`src/rtl/qpsk_symbol_demapper.sv`:
```
// -----------------------------------------------------------------------------
// qpsk_symbol_demapper
//   Receive-side QPSK hard-decision demapper. Each accepted {Q,I} sample pair
//   is reduced to two bits by sign (negative -> 1), and 16 symbols are packed
//   MSB-first into one 32-bit AXI-Stream word: symbol k lands in bits
//   [31-2k] (from I) and [30-2k] (from Q).
//
//   Optional feature macro: QPSK_RX_LOWMAG_EN
//     When defined, a saturating 16-bit counter (weak_cnt) counts accepted
//     symbols whose |I| or |Q| is below LOWMAG_THRESH. Data path is unchanged.
//
// Ports
//   clk              clock, all state on rising edge
//   reset            asynchronous, active-high reset
//   axis_in_tdata    {Q[31:16], I[15:0]} symbol sample
//   axis_in_tvalid   input sample valid
//   axis_in_tready   input ready (combinational)
//   align            discard partial word, restart symbol count at 0
//   axis_out_tdata   packed data word (registered)
//   axis_out_tvalid  packed word valid (registered)
//   axis_out_tready  downstream ready
//   weak_cnt         saturating weak-symbol count (QPSK_RX_LOWMAG_EN only)
// -----------------------------------------------------------------------------
module qpsk_symbol_demapper #(
  parameter int                  SAMPLE_W      = 16,
  parameter int                  WORD_W        = 32,
  parameter logic [SAMPLE_W-1:0] LOWMAG_THRESH = 16'h2000
) (
  input  logic                  clk,
  input  logic                  reset,
  input  logic [2*SAMPLE_W-1:0] axis_in_tdata,
  input  logic                  axis_in_tvalid,
  output logic                  axis_in_tready,
  input  logic                  align,
  output logic [WORD_W-1:0]     axis_out_tdata,
  output logic                  axis_out_tvalid,
  input  logic                  axis_out_tready
`ifdef QPSK_RX_LOWMAG_EN
  ,
  output logic [15:0]           weak_cnt
`endif
);

  localparam int                SYM_PER_WORD = WORD_W / 2;
  localparam int                CNT_W        = $clog2(SYM_PER_WORD);
  localparam logic [CNT_W-1:0]  CNT_ZERO     = {CNT_W{1'b0}};
  localparam logic [CNT_W-1:0]  CNT_ONE      = {{(CNT_W-1){1'b0}}, 1'b1};
  localparam logic [CNT_W-1:0]  CNT_LAST     = {CNT_W{1'b1}};

  logic [CNT_W-1:0]  sym_cnt_r;
  logic [CNT_W-1:0]  sym_cnt_nxt_s;
  logic [WORD_W-1:0] shreg_r;
  logic [WORD_W-1:0] shreg_nxt_s;
  logic [WORD_W-1:0] out_data_r;
  logic [WORD_W-1:0] out_data_nxt_s;
  logic              out_valid_r;
  logic              out_valid_nxt_s;
  logic              accept_s;
  logic              word_done_s;
  logic [1:0]        sym_bits_s;

  // Sign decision: I sign is the high bit of the pair, Q sign the low bit.
  assign sym_bits_s = {axis_in_tdata[SAMPLE_W-1], axis_in_tdata[2*SAMPLE_W-1]};

  // The last symbol of a word may only enter if the output register can take it.
  assign axis_in_tready = (sym_cnt_r != CNT_LAST) || !out_valid_r || axis_out_tready;
  assign accept_s       = axis_in_tvalid && axis_in_tready;
  // An align in the same cycle restarts the word, so that symbol cannot complete one.
  assign word_done_s    = accept_s && !align && (sym_cnt_r == CNT_LAST);

  assign axis_out_tdata  = out_data_r;
  assign axis_out_tvalid = out_valid_r;

  // Symbol counter and packing shift register next state.
  always_comb begin
    sym_cnt_nxt_s = sym_cnt_r;
    shreg_nxt_s   = shreg_r;
    if (align) begin
      if (accept_s) begin
        sym_cnt_nxt_s = CNT_ONE;
        shreg_nxt_s   = {{(WORD_W-2){1'b0}}, sym_bits_s};
      end else begin
        sym_cnt_nxt_s = CNT_ZERO;
        shreg_nxt_s   = {WORD_W{1'b0}};
      end
    end else if (accept_s) begin
      sym_cnt_nxt_s = sym_cnt_r + CNT_ONE;
      shreg_nxt_s   = {shreg_r[WORD_W-3:0], sym_bits_s};
    end else begin
      sym_cnt_nxt_s = sym_cnt_r;
      shreg_nxt_s   = shreg_r;
    end
  end

  // Output register next state: load on completion, drain on handshake, else hold.
  always_comb begin
    out_data_nxt_s  = out_data_r;
    out_valid_nxt_s = out_valid_r;
    if (word_done_s) begin
      out_data_nxt_s  = {shreg_r[WORD_W-3:0], sym_bits_s};
      out_valid_nxt_s = 1'b1;
    end else if (out_valid_r && axis_out_tready) begin
      out_data_nxt_s  = out_data_r;
      out_valid_nxt_s = 1'b0;
    end else begin
      out_data_nxt_s  = out_data_r;
      out_valid_nxt_s = out_valid_r;
    end
  end

  // Datapath state registers.
  always_ff @(posedge clk or posedge reset) begin
    if (reset) begin
      sym_cnt_r   <= CNT_ZERO;
      shreg_r     <= {WORD_W{1'b0}};
      out_data_r  <= {WORD_W{1'b0}};
      out_valid_r <= 1'b0;
    end else begin
      sym_cnt_r   <= sym_cnt_nxt_s;
      shreg_r     <= shreg_nxt_s;
      out_data_r  <= out_data_nxt_s;
      out_valid_r <= out_valid_nxt_s;
    end
  end

`ifdef QPSK_RX_LOWMAG_EN
  // Magnitude of a two's complement sample; the most negative code maps to max positive.
  function automatic logic [SAMPLE_W-1:0] mag_f(input logic [SAMPLE_W-1:0] x);
    logic [SAMPLE_W-1:0] m;
    if (x == {1'b1, {(SAMPLE_W-1){1'b0}}}) begin
      m = {1'b0, {(SAMPLE_W-1){1'b1}}};
    end else if (x[SAMPLE_W-1]) begin
      m = ~x + {{(SAMPLE_W-1){1'b0}}, 1'b1};
    end else begin
      m = x;
    end
    return m;
  endfunction

  logic [15:0] weak_cnt_r;
  logic [15:0] weak_cnt_nxt_s;
  logic        weak_sym_s;

  assign weak_sym_s = (mag_f(axis_in_tdata[SAMPLE_W-1:0]) < LOWMAG_THRESH) ||
                      (mag_f(axis_in_tdata[2*SAMPLE_W-1:SAMPLE_W]) < LOWMAG_THRESH);
  assign weak_cnt   = weak_cnt_r;

  // Saturating weak-symbol counter next state.
  always_comb begin
    weak_cnt_nxt_s = weak_cnt_r;
    if (accept_s && weak_sym_s && (weak_cnt_r != 16'hFFFF)) begin
      weak_cnt_nxt_s = weak_cnt_r + 16'd1;
    end else begin
      weak_cnt_nxt_s = weak_cnt_r;
    end
  end

  // Weak-symbol counter register; only reset clears it.
  always_ff @(posedge clk or posedge reset) begin
    if (reset) begin
      weak_cnt_r <= 16'h0000;
    end else begin
      weak_cnt_r <= weak_cnt_nxt_s;
    end
  end
`else
  // Sample magnitudes and the threshold only matter for the weak-symbol counter.
  logic unused_s;
  assign unused_s = ^{axis_in_tdata, LOWMAG_THRESH};
`endif

endmodule

```
`config.mk`:
```
export PLATFORM = sky130hd
export DESIGN_NAME = qpsk_symbol_demapper
export DESIGN_NICKNAME = d
export VERILOG_FILES = /design/src/rtl/qpsk_symbol_demapper.sv
export SDC_FILE = /design/constraint.sdc
export NUM_CORES = 1
export LEC_CHECK = 0
export ABC_AREA = 1
export CAP_MARGIN = 40
export CORE_MARGIN = 2
export CORE_UTILIZATION = 44
export CTS_CLUSTER_DIAMETER = 200
export DETAILED_ROUTE_END_ITERATION = 7
export GPL_ROUTABILITY_DRIVEN = 0
export HOLD_SLACK_MARGIN = 0.02
export PLACE_DENSITY = 0.75
export SLEW_MARGIN = 20
export SYNTH_ARGS = -nofsm -noshare
export SYNTH_HDL_FRONTEND = slang
export SYNTH_SLANG_ARGS = --single-unit
```
`constraint.sdc`:
```
create_clock -name clk -period 1.9 [get_ports clk]
set_input_delay 0.19 -clock clk [delete_from_list [all_inputs] [get_ports clk]]
set_output_delay 0.19 -clock clk [all_outputs]
set_load 0.005 [all_outputs]
```
# Yosys cells after proc, flatten, opt, wreduce, memory -nomap -nowiden
# Index checks and enable logic that the tools add are counted.
# totals
regBits	67
word_cells	25
# op_classes
addsub	1
eq_ne	2
n_mux	8
reduce_logical	10
# ops
cell	n
$mux W30	2
$mux W4	2
$add A4 B1 Y4 const B	1
$eq A4 B4 Y1 const B	1
$logic_and A1 B1 Y1	4
$ne A4 B4 Y1 const B	1
$reduce_bool A2 Y1	2
$mux W1	3
$logic_not A1 Y1	2
$logic_or A1 B1 Y1	2
$mux W2	1

# Depth between registers and ports, before layout
# Gate-level depths: netlist of run 1.
# logic_depth
depth_word	7
depth_mapped	8

# Worst setup path after synthesis of run 1
# OpenSTA, ideal clock, no wires.
# synth_path
kind	register -> register
startpoint	register sym_cnt_r[0]
endpoint	register out_data_r[10] (netlist: axis_out_tdata[10])
setup_time_ps	130
arrival_time_ps	1209
t_required_ps	1770
slack_ps	561
path_stages_with_launch	9
path_buffers	2
period_less_slack_ps	1339
cell_sequence	dfrtp_1 > ha_1 > nand2_2 > nor2_2 > nand4_2 > buf_6 > buf_6 > nand2_1 > o21ai_1
# synth_between
elab_chain_len	6
elab_cells_between_ends	7
classes_between	eq/ne: 2; reduce/logical: 5
# synth_rtl
element	line_no	source
start, declared	50	logic [CNT_W-1:0] sym_cnt_r;
start signal, assigned	119	sym_cnt_r <= sym_cnt_nxt_s;
$ne A4 B4 Y1	66	assign axis_in_tready = (sym_cnt_r != CNT_LAST) || !out_valid_r || axis_out_tready;
$logic_or A1 B1 Y1 (2 in a row)	66	
$logic_and A1 B1 Y1	67	assign accept_s = axis_in_tvalid && axis_in_tready;
$logic_and A1 B1 Y1	69	assign word_done_s = accept_s && !align && (sym_cnt_r == CNT_LAST);
$logic_and A1 B1 Y1 (*)	69	
end signal, assigned	116	out_data_r <= {WORD_W{1'b0}};
end signal, assigned	121	out_data_r <= out_data_nxt_s;
end, declared	54	logic [WORD_W-1:0] out_data_r;
# Mark *: on every way between the ends. The rest lies on a longest branch, timed or not.
# A chain may end at the register's enable or synchronous reset.

# Worst setup path in the final report of run 1
# layout_path
startpoint	register sym_cnt_r[0]
endpoint	output port axis_in_tready
# layout_between
elab_chain_len	3
# layout_rtl
element	line_no	source
$ne A4 B4 Y1	66	
$logic_or A1 B1 Y1 (2 in a row)	66	
end, declared	33	output logic axis_in_tready,
# No other way between the ends.

==> results of run 1 <==
-- cell type report --
type | count | area (sq um)
inverters | 41 | 153.9
repair buffers | 49 | 504.2
clock buffers | 12 | 145.1
clock inverters | 3 | 15.01
well taps | 77 | 96.34
multi-input cells | 183 | 952.2
fillers | 578 | 2843
flip-flops and latches | 67 | 1677
-- synthesized netlist by cell type --
cell type  instances
nand2_2            1
buf_6              9
xor2_1             1
nor2_1             1
nor2_2             2
nand4_1            1
buf_2              7
nand4_2            1
inv_1             41
o21ai_2           23
ha_1               1
nand2_4            1
buf_1              3
o21ai_1            9
nand2_1           76
dfrtp_1           67
clkbuf_1           1
nand3_1           66
-- sequential cells by signal, indices dropped and copies added (netlist names) --
register         flops
sym_cnt_r            4
axis_out_tdata      32
shreg_r             30
axis_out_tvalid      1
-- per-layer routing --
metal,up-vias,GRT usage
met5,-,0
met4,0,0.08658
met3,4,0.03891
met2,38,0.2578
met1,997,0.1935
li1,1070,-
-- critical path, cell delays in order, from the launching register on --
cell and delay [ns]:
dfrtp_1 0.37, ha_2 0.22, nand2_2 0.07, nor2_4 0.12, nand2_1 0.11, dlygate4sd2_1 0.28
-- stage by stage --
stage | std cells | utilization
3_5_place_dp | 415 | 0.5265
3_3_place_gp | 415 | 0.5265
4_1_cts | 432 | 0.5549
5_1_grt | 432 | 0.5549
2_1_floorplan | 311 | -
6_report | 432 | 0.5549
-- report_power, final --
part	internal (mW)	leakage (nW)	total (mW)	switching (mW)
combinational	0.0450	0.693	0.139	0.0938
sequential	1.44	0.929	1.45	0.0108
clock	0.496	0.0860	0.983	0.487
total	1.98	1.71	2.57	0.591
-- final timing paths --
| kind | to | slack (ns) | cells past startpoint |
|---|---|---|---|
| setup / recovery | axis_in_tready | 0.20 | 5 |
| max in group asynchronous | sym_cnt_r[1]$_DFFE_PP0P_ | 1.35 | 3 |
| min in group clk | shreg_r[0]$_DFFE_PP0P_ | 0.44 | 3 |
| hold reg to reg | axis_out_tdata[20]$_DFFE_PP0P_ | 0.48 | 2 |
| hold / removal | axis_out_tdata[9]$_DFFE_PP0P_ | 0.25 | 3 |
| setup reg to reg | sym_cnt_r[0]$_DFFE_PP0P_ | 0.39 | 8 |
-- repair_timing --
item,CTS,global route
endpoints found under the setup margin,1,0
setup buffers,2,0
resized for setup,3,0
-- cells by family after synthesis --
kind of cell | share of synthesized area
and+or+nand+nor | 0.2290
buffers and inverters | 0.1046
AOI/OAI and AO/OA | 0.08447
DFF | 0.5746
xor gates and xnor gates | 0.003002
adders and majority gates | 0.004287
==> run metrics, run 1 <==
total wirelength of the detailed-routed design between 5000 and 6000 um; max-cap viol count 0; initial antenna violation count 0; global router's overall resource usage 0.1583; detailed router's first-iteration violation count ~110; worst slack on hold paths about 0.25 ns; count of nets left with antenna violations after detail routing 0; Vert. Die Dim 85.44 um; Die Width between 80 and 90 um; Mapped Cells around 310; CTS clk-pin slew, worst paths 0.06 ns; DRC violations left 0; Total Power Consumption 2.571 mW; #FFs+latches synth 67; critical-path maximum fanout 3; max frequency 0.5878 GHz; largest area contributor in the synthesized netlist dfrtp_1; arrival time at the worst endpoint 1.51 ns; CP Capture Type output pin; most frequent cells in the layout nand2_1, dfrtp_1, nand3_1; Yosys cell types 18; total overflow reported by the global router 0; CTS sink cnt 67; worst slack after detailed placement approximately 0.23 ns; Post-Synthesis Net Count ~350; data required time at the worst endpoint 1.71 ns; fraction of post-synthesis cell area in the top cell type by area 0.5746; Total Nets Final between 300 and 400; routed length on met3 ~160 um; count of final setup violators 0; share of layout cells above drive strength 1 0.1493; synth-to-layout area growth 21.44%; Tcrit/Tclk final 0.8953; reg-to-reg startpoint sym_cnt_r[0]$_DFFE_PP0P_; first-pass GRT wire length 9121 um; clock buffer count from CTS 9; hold-fix buffers at CTS 0; Detail Placement HPWL 3118 um; worst vdd ir ~0.40 mV; Power Dens Cells a little over 700 nW/um^2; area of the core 6386 sq um; Placed Area 3362 sq um; clk_lat worst skew approximately 0.33 ns; standby leakage power 1.708 nW; site row count 29; min setup slack post-route around 0.20 ns; via/cell ratio 4.882; RSZ-0062 raised after global routing no; via count of the first global-routing pass around 2100; final slew viol count 0; final design area excluding fillers ~3500 sq um; Total Negative Setup Slacks 0 ns; worst-margin pin slew 0.3621 ns; outcome completed; number of warning messages in the yosys log 0; routed wire length per instance 11.80 um; area of the die 7299 sq um; io pins between 70 and 80; Max-slew headroom 0.7586; Mapped Avg Cell Area roughly 9.4 sq um; Met2 Routed Length 2550 um; Setup CP Type reg -> out; largest net degree at the start of global routing 68; Highest Signal Layer met4; via count ~2100; Clock Tree Root clkbuf_8; CTS tree done; Area contributors post-synth dfrtp_1, nand3_1, nand2_1; type of the tightest min-delay check in -> async; most frequent standard cell in the layout excluding fill and tap cells nand2_1; final critical delay including setup and external delays 1.701 ns; htree depth 3; Met1 Wirelength approximately 2300 um; CTS max path bufs 2; Diodes inserted 0; launch point of the worst path sym_cnt_r[0]$_DFFE_PP0P_; Post-Syn Area between 2000 and 3000 sq um; Pre-Repair DR Iteration Count 4; Layout Skew between 0.007 and 0.008 ns; share of synthesized area occupied by flip-flops and latches 0.5746; number of failing hold endpoints at the final stage 0; effective utilization at floorplan 0.4569; kind of start point of the critical path flip-flop; Port Buf Inserts 40
No activity file was read; power rests on OpenSTA's default activity.
==> inputs of run 2 (changes only) <==
--- a/config.mk
+++ b/config.mk
@@ -14,7 +14,7 @@
 export GPL_ROUTABILITY_DRIVEN = 0
 export HOLD_SLACK_MARGIN = 0.02
 export PLACE_DENSITY = 0.75
-export SLEW_MARGIN = 20
+export SLEW_MARGIN = 40
 export SYNTH_ARGS = -nofsm -noshare
 export SYNTH_HDL_FRONTEND = slang
 export SYNTH_SLANG_ARGS = --single-unit
==> constraint.sdc (replaced) <==
create_clock -name clk -period 1.9 [get_ports clk]
set_input_delay 0.38 -clock clk [delete_from_list [all_inputs] [get_ports clk]]
set_output_delay 0.38 -clock clk [all_outputs]
set_load 0.005 [all_outputs]
==> run metrics, run 2 (same netlist as run 1, synthesis figures left out) <==
CP Capture Type output pin; Power Dens Cells approximately 800 nW/um^2; Pre-Repair DR Iteration Count 6; Critical R2R Capture sym_cnt_r[0]$_DFFE_PP0P_; Die Width 85.44 um; critical-path maximum fanout 3; Detail Placement HPWL 3090 um; type of the tightest min-delay check in -> async; reg-to-reg startpoint sym_cnt_r[1]$_DFFE_PP0P_; max frequency about 0.55 GHz; number of failing hold endpoints at the final stage 0; count of nets left with antenna violations after detail routing 0; routed wire length per instance approximately 12 um; worst slack on hold paths between 0.4 and 0.5 ns; net switching power approximately 0.62 mW; io pins between 70 and 80; worst vdd ir approximately 0.54 mV; final design area excluding fillers around 3700 sq um; largest incremental delay on the critical path slightly above 0.4 ns; share of layout cells above drive strength 1 0.1592; effective utilization at floorplan 0.4569; clock buffer count from CTS 9; max-cap viol count 0; Internal roughly 2.3 mW; clk_lat worst skew roughly 0.34 ns; share of power burned in combinational logic 0.049; initial antenna violation count 0; cell family with most CP delay flip-flops; met3 Resource Use GR 0.05447; standby leakage power 1.752 nW; Setup CP Type reg -> out; area of the die between 7000 and 8000 sq um; switch share 0.2128; count of cell instances traversed by the critical path 5; depth of the most critical reg-to-reg path 9; final critical delay including setup and external delays around 1.8 ns; slack of the worst reg-to-reg path 0.33 ns; M2 GR Usage 0.2521; detailed router's first-iteration violation count 101; first-pass GRT wire length between 8000 and 9000 um; htree depth 3; hold-fix buffers at CTS 0; Vert. Die Dim approximately 85 um; sum of buffers and inverters on the critical path 1; global router's overall resource usage 0.1514; largest net degree at the start of global routing a little under 70; via/cell ratio slightly below 5; CTS max path bufs 2; most frequent standard cell in the layout excluding fill and tap cells nand2_1; kind of start point of the critical path flip-flop; worst slack after detailed placement -0.04491 ns; Diodes inserted 0; Tcrit/Tclk final 0.9497; Placed Area ~3400 sq um; Clock Tree Root clkbuf_8; min setup slack post-route 0.09557 ns; highest-utilization routing layer at the global route stage met2; CTS clk-pin slew, worst paths about 0.070 ns; met1 routing resource usage after global routing 0.1804; crit-path cells ha_4, nand2_2, nor2_4, nand2_1, dlygate4sd2_1; standard cell with the maximum stage delay on the critical path dfrtp_1; DRC violations left 0; synth-to-layout area growth 25.60%; launch point of the worst path sym_cnt_r[1]$_DFFE_PP0P_; Total Nets Final between 300 and 400; via count of the first global-routing pass approximately 2000; outcome completed; total overflow reported by the global router 0; site row count 29; CTS sink cnt 67; Max-slew headroom 0.7578; number of flip-flops in the largest register 32; final slew viol count 0; most frequent cells in the layout nand2_1, dfrtp_1, nand3_1; Layout Skew roughly 0.0094 ns; clock network fraction of total power 0.453; worst-margin pin slew about 0.36 ns; arrival time at the worst endpoint ~1.4 ns; Critical Path End axis_in_tready; area of the core approximately 6400 sq um; via count about 2100; Total Negative Setup Slacks 0 ns; data required time at the worst endpoint 1.52 ns; RSZ-0062 raised after global routing no; CTS tree done; Port Buf Inserts 40; count of final setup violators 0; total wirelength of the detailed-routed design between 5000 and 6000 um; Flop pwr share 0.498
## run 2: worst min-delay path by stage
stage                                          end  depth (start not counted)                           start
finish              axis_out_tdata[26]$_DFFE_PP0P_                          3                           reset
global route        axis_out_tdata[29]$_DFFE_PP0P_                          2  axis_out_tdata[29]$_DFFE_PP0P_
CTS                  axis_out_tdata[0]$_DFFE_PP0P_                          3                           reset
detailed placement   axis_out_tdata[1]$_DFFE_PP0P_                          2   axis_out_tdata[1]$_DFFE_PP0P_
global placement    axis_out_tdata[20]$_DFFE_PP0P_                          2  axis_out_tdata[20]$_DFFE_PP0P_
floorplan                  shreg_r[28]$_DFFE_PP0P_                          2         shreg_r[28]$_DFFE_PP0P_
## run 2: worst register-to-register path, delay by kind of cell, from the launching register on
kind	cells	cell delay, ns
flip-flops	1	0.41
buffers and inverters	2	0.18
AND/OR/NAND/NOR	6	0.73
adder cells (fa/ha/maj)	1	0.17
## run 2: area by class of cell
type	instances	area (sq um)
Fill cell	579	2721
Sequential cell	67	1677
Multi-Input combinational cell	183	962.2
Timing Repair Buffer	51	544.3
Inverter	41	157.7
Clock buffer	12	155.1
Tap cell	77	96.34
Clock inverter	4	72.57
## run 2: timing repair
action | in CTS | in global routing
pin swaps | 2 | 1
buffers inserted | 2 | 1
endpoints found under the setup margin | 1 | 1
resized for setup | 4 | 0
endpoints found under the hold margin | 0 | 0
## run 2: layer usage
layer	vias to the layer above	part of all wire	routed length, um
met5	-	0	0
met1	1006	0.47	2416
li1	1073	-	-
met2	45	0.48	2465
met3	4	0.039	201
met4	0	0.011	58
## run 2: through the flow
step / instances / util / power [mW]
6_report: 435 / 0.5739 / 2.916
5_1_grt: 435 / 0.5739 / 3.027
4_1_cts: 434 / 0.5727 / 2.957
3_5_place_dp: 416 / 0.5321 / 1.613
3_3_place_gp: 416 / 0.5321 / 1.607
2_1_floorplan: 311 / - / 1.567
## run 2: power groups by stage
stage	clock network, mW	registers [mW]	logic [mW]
3_3_place_gp	0	1.48	0.130
6_report	1.32	1.45	0.142
4_1_cts	1.36	1.45	0.145
5_1_grt	1.41	1.45	0.161
3_5_place_dp	0	1.48	0.135
2_1_floorplan	0	1.47	0.0923
==> inputs of run 3 (changes only) <==
--- a/config.mk
+++ b/config.mk
@@ -5,15 +5,14 @@
 export SDC_FILE = /design/constraint.sdc
 export NUM_CORES = 1
 export LEC_CHECK = 0
-export ABC_AREA = 1
 export CAP_MARGIN = 40
 export CORE_MARGIN = 2
-export CORE_UTILIZATION = 44
+export CORE_UTILIZATION = 46
 export CTS_CLUSTER_DIAMETER = 200
 export DETAILED_ROUTE_END_ITERATION = 7
 export GPL_ROUTABILITY_DRIVEN = 0
 export HOLD_SLACK_MARGIN = 0.02
-export PLACE_DENSITY = 0.75
+export PLACE_DENSITY = 0.76
 export SLEW_MARGIN = 40
 export SYNTH_ARGS = -nofsm -noshare
 export SYNTH_HDL_FRONTEND = slang
==> run metrics, run 3 <==
area occupied by multi-input gates around 1500 sq um; routed wire length per instance 15.55 um; largest incremental delay on the critical path approximately 0.42 ns; CTS max path bufs 2; largest net degree at the start of global routing 90; initial antenna violation count 0; standard cell with the maximum stage delay on the critical path clkdlybuf4s50_1; reg-to-reg startpoint sym_cnt_r[1]$_DFFE_PP0P_; Vert. Die Dim ~90 um; via/cell ratio between 6 and 7; share of layout cells above drive strength 1 0.2006; data required time at the worst endpoint roughly 1.5 ns; clock buffer count from CTS 9; number of flip-flops in the largest register 32; most frequent cells in the layout dfrtp_1, clkdlybuf4s50_1, mux2_2; Internal 2.055 mW; Die Width approximately 90 um; most frequent standard cell in the layout excluding fill and tap cells dfrtp_1; total wirelength of the detailed-routed design roughly 6900 um; outcome completed; Post-Syn Area about 3400 sq um; share of synthesized area occupied by flip-flops and latches 0.4925; Total Nets Final 377; worst-margin pin slew between 0.3 and 0.4 ns; Critical Path End axis_in_tready; global router's overall resource usage 0.1746; fillcell total around 620; switch share 0.2635; number of enable flip-flop cells after synthesis 0; detailed router's first-iteration violation count roughly 220; area of the core 7214 sq um; depth of the most critical reg-to-reg path 5; kind of start point of the critical path primary input; Diodes inserted 0; most frequent cells after synthesis dfrtp_1, mux2_2, nand2_1, o311ai_0, nor3b_1; critical-path maximum fanout 2; leading cell type by number of instances after synthesis dfrtp_1; number of warning messages in the yosys log 0; total overflow reported by the global router 0; Max-slew headroom 0.7534; number of failing hold endpoints at the final stage 0; Setup CP Type in -> out; Mapped Cells between 300 and 400; final critical delay including setup and external delays 1.787 ns; Clock Tree Root clkbuf_8; count of final setup violators 0; effective utilization at floorplan 0.4719; launch point of the worst path axis_out_tready; count of nets left with antenna violations after detail routing 0; sum of buffers and inverters on the critical path 2; Area contributors post-synth dfrtp_1, mux2_2, o311ai_0; via count roughly 2700; CP Capture Type output pin; htree depth 3; area of the die 8105 sq um; Most used DFF post-synth dfrtp_1; io pins 71; arrival time at the worst endpoint 1.41 ns; fraction of post-synthesis cell area in the top cell type by area 0.4925; crit-path cells clkdlybuf4s50_1, and3b_1, nand3_1, dlygate4sd2_1; Mapped Avg Cell Area 11.05 sq um; cell family with most CP delay buffers and inverters; share of power burned in combinational logic 0.082; Post-Synthesis Net Count around 350; Tcrit/Tclk final 0.9406; net switching power ~0.74 mW; standby leakage power roughly 1.6 nW; synth-to-layout area growth 20.65%; Pre-Repair DR Iteration Count 4; site row count 31; type of the tightest min-delay check in -> async; final design area excluding fillers 4108 sq um; via count of the first global-routing pass 2482; Port Buf Inserts 40; final slew viol count 0; max frequency about 0.56 GHz; worst vdd ir ~0.40 mV; hold-fix buffers at CTS 0; largest area contributor in the synthesized netlist dfrtp_1; CTS sink cnt between 60 and 70; DRC violations left 0; slack of the worst reg-to-reg path 0.19 ns; Placed Area between 3000 and 4000 sq um; total area of sequential cells roughly 1700 sq um; CTS clk-pin slew, worst paths 0.07 ns; Critical R2R Capture axis_out_tdata[29]$_DFFE_PP0P_; Yosys cell types 31; worst slack after detailed placement -0.1301 ns; min setup slack post-route ~0.11 ns; CTS tree done; clock network fraction of total power 0.380; Flop pwr share 0.539; RSZ-0062 raised after global routing no; first-pass GRT wire length 11820 um; #FFs+latches synth between 60 and 70; max-cap viol count 0; Detail Placement HPWL approximately 4200 um; clk_lat worst skew approximately 0.34 ns; Power Dens Cells between 600 and 700 nW/um^2; count of cell instances traversed by the critical path 4; Layout Skew just under 0.01 ns; async set or reset register ratio after synthesis 1.000
==> run 3: changes by cell type in the layout (fill, tap and decap cells not counted), moves of 7 or more <==
cell	delta
mux2_2	+32
nand3_1	-62
nor3b_1	+27
buf_4	+7
nand2_1	-47
o21ai_1	-8
a41oi_1	+25
inv_1	-37
o311ai_0	+29
o21ai_2	-23
nand4_1	+25
==> run 3: logic make-up after synthesis <==
family	Yosys count	synth area share
xor gates and xnor gates	1	0.002573
buffers and inverters	41	0.05586
DFF	67	0.4925
AOI/OAI and AO/OA	62	0.1555
muxes	34	0.1125
adders and majority gates	1	0.003675
and+or+nand+nor	102	0.1775
==> run 3: worst min-delay path by stage <==
stage                                   from                        endpoint  slack (ns)  cells past startpoint
2_1_floorplan         shreg_r[0]$_DFFE_PP0P_   axis_out_tdata[2]$_DFFE_PP0P_        0.47                      1
3_3_place_gp   axis_out_tdata[7]$_DFFE_PP0P_   axis_out_tdata[7]$_DFFE_PP0P_        0.47                      1
3_5_place_dp   axis_out_tdata[0]$_DFFE_PP0P_   axis_out_tdata[0]$_DFFE_PP0P_        0.48                      1
4_1_cts                       axis_in_tvalid     axis_out_tvalid$_DFFE_PP0P_        0.45                      3
5_1_grt                       axis_in_tvalid     axis_out_tvalid$_DFFE_PP0P_        0.50                      3
6_report                               reset  axis_out_tdata[13]$_DFFE_PP0P_        0.46                      3
==> run 3: per-layer routing <==
metal | GRT usage | routed length (um) | up-vias
met5 | 0 | 0 | -
met4 | 0.05769 | 57 | 0
met3 | 0.03185 | 241 | 6
met2 | 0.2719 | 3395 | 47
met1 | 0.2481 | 3192 | 1358
li1 | - | - | 1283
==> run 3: metrics by stage <==
step / instances / hold WS [ns] / utilization / power (mW) / TNS (ns)
CTS: 443 / 0.4496 / 0.5694 / 2.837 / 0
global placement: 427 / 0.4728 / 0.5447 / 1.749 / -1.416
global route: 443 / 0.4967 / 0.5694 / 2.921 / 0
finish: 443 / 0.4616 / 0.5694 / 2.791 / 0
detailed placement: 427 / 0.4751 / 0.5447 / 1.760 / -2.747
floorplan: 308 / 0.4710 / - / 1.680 / 0
==> run 3: power groups by stage <==
stage	Sequential, mW	Combinational, mW	Clock [mW]
2_1_floorplan	1.52	0.163	0
3_3_place_gp	1.53	0.221	0
3_5_place_dp	1.53	0.230	0
4_1_cts	1.50	0.232	1.10
5_1_grt	1.51	0.257	1.15
6_report	1.50	0.228	1.06
==> run 3: area by class of cell <==
type,count,share of cell area
sequential,67,0.4082
clock buffer,10,0.03351
clock inverter,6,0.01005
inverter,4,0.004569
tap,99,0.03016
timing repair buffer,57,0.1392
multi-input combinational,200,0.3744
==> run 3: repair_timing <==
action                     in CTS  in global routing
gates resized for setup         1                  0
setup buffers                   0                  0
setup endpoints to repair       1                  0
==> run 3: tightest hold or removal path, stage by stage <==
cell and delay (ns):
clkdlybuf4s50_1 0.44, clkinvlp_4 0.09, buf_12 0.28
==> edit, RTL diff (flow settings as in run 2) <==
The parameter `WORD_W` goes from 32 to 16.
--- a/src/rtl/qpsk_symbol_demapper.sv
+++ b/src/rtl/qpsk_symbol_demapper.sv
@@ -25,3 +25,3 @@
   parameter int                  SAMPLE_W      = 16,
-  parameter int                  WORD_W        = 32,
+  parameter int                  WORD_W        = 16,
   parameter logic [SAMPLE_W-1:0] LOWMAG_THRESH = 16'h2000
Interface: changed (resized axis_out_tdata); port bits go from 71 to 55. No check against the original RTL was run, so the function may have changed too.
==> edit against run 2 <==
- total power down 56%
- sequential cell count down 33
- cell count down 51%
- clock power down 69%
- area after synthesis down 48%
- worst setup slack better by 19 ps
- routed wire length down 52%
- critical endpoint unchanged
- final area down 49%
==> edit: results <==
[run_status]
status = "finished clean"

[clocking]
cts_made_buffers = 5
clock_latency_ps = 330
cts_resized = 4
cts_setup_buffers = 1
clockRootBuffer = "clkbuf_4"
path_clk_slew_ps = 100
ctsHtreeMaxLevel = 2

[route]
vias_per_cell = 4.67
drt_iter0_markers = 41
wl_met2_um = 1160
dr.pass1.iters = 4
drt-met1-wl_um = 1140
wl_per_cell_um = 11.4
route.met3.wl_um = 123

[timing]
worst_pin_slew_ps = 418
fin_skew_ps = 8.01
whs_ps = 436

[logic_synthesis]
async_flop_share = 1.00
seq_area_frac_synth = 0.565
avgSynthCellArea_um2 = 10.8
syn_nets = 178
synth_compound_area_frac = 0.146
synth_common_cells = "34 x dfrtp_1, 21 x inv_1, 16 x nand3_1, 16 x o21ai_2, 13 x nand2_2"
synth_xor_area_frac = 0
synth_cell_types = 19

[critical_path]
r2r_start = "sym_cnt_r[0]"
r2r_slack_ps = 380
crit_fanout = 2
r2r_end = "shreg_r[3]"
critical_path.slowest_cell = "dfrtp_1"
critical-path-max-stage-delay_ps = 390

[placement]
io_buffers = 24
postPlaceCellArea_mm2 = 0.00178
dpl.hpwl_um = 1650
pre_cts_ws_ps = 56.9

[global_routing]
grt_max_degree = 35
use_met2 = 0.254
grt_pass1_vias = 1029
grt_pass1_wl_um = 4730
use_met1 = 0.189
grtUsageMet3 = 0.0577

[layout]
layout-drive-gt1-share = 0.284
fill_cells = 313
stdcell_count = 215
fin_nets = 207
largest_reg_flops = 16
diodes = 0

[power]
p_sw_mw = 0.308
vdd_drop_max_v = 0.000472
combinationalPowerShare = 0.083
seqPwrFrac = 0.591
pwr.group.combinational_mw = 0.106
==> edit: cell count changes in the layout (fill, tap and decap cells not counted), moves of 12 or more <==
cell             before  now
nand2_1              76    8
nand3_1              66   16
dfrtp_1              67   34
inv_1                39   21
clkdlybuf4s50_1      39   23
nand2_2               1   13
==> edit: worst max path at each step <==
stage	from	end	slack [ps]	depth (start not counted)
floorplan	sym_cnt_r[0]	shreg_r[10]	530	7
global placement	axis_out_tready	axis_in_tready	60	4
detailed placement	axis_out_tready	axis_in_tready	60	4
CTS	sym_cnt_r[0]	axis_in_tready	80	4
global route	sym_cnt_r[0]	axis_in_tready	40	4
finish	sym_cnt_r[0]	axis_in_tready	110	4
==> edit: area by class of cell <==
class	count	area (um^2)	area share
clock buffers	7	55.1	0.0296
flip-flops and latches	34	851	0.458
clock inverters	1	5.00	0.00269
well taps	46	57.6	0.0310
inverters	22	82.6	0.0444
multi-input cells	76	518	0.279
repair buffers	29	289	0.156
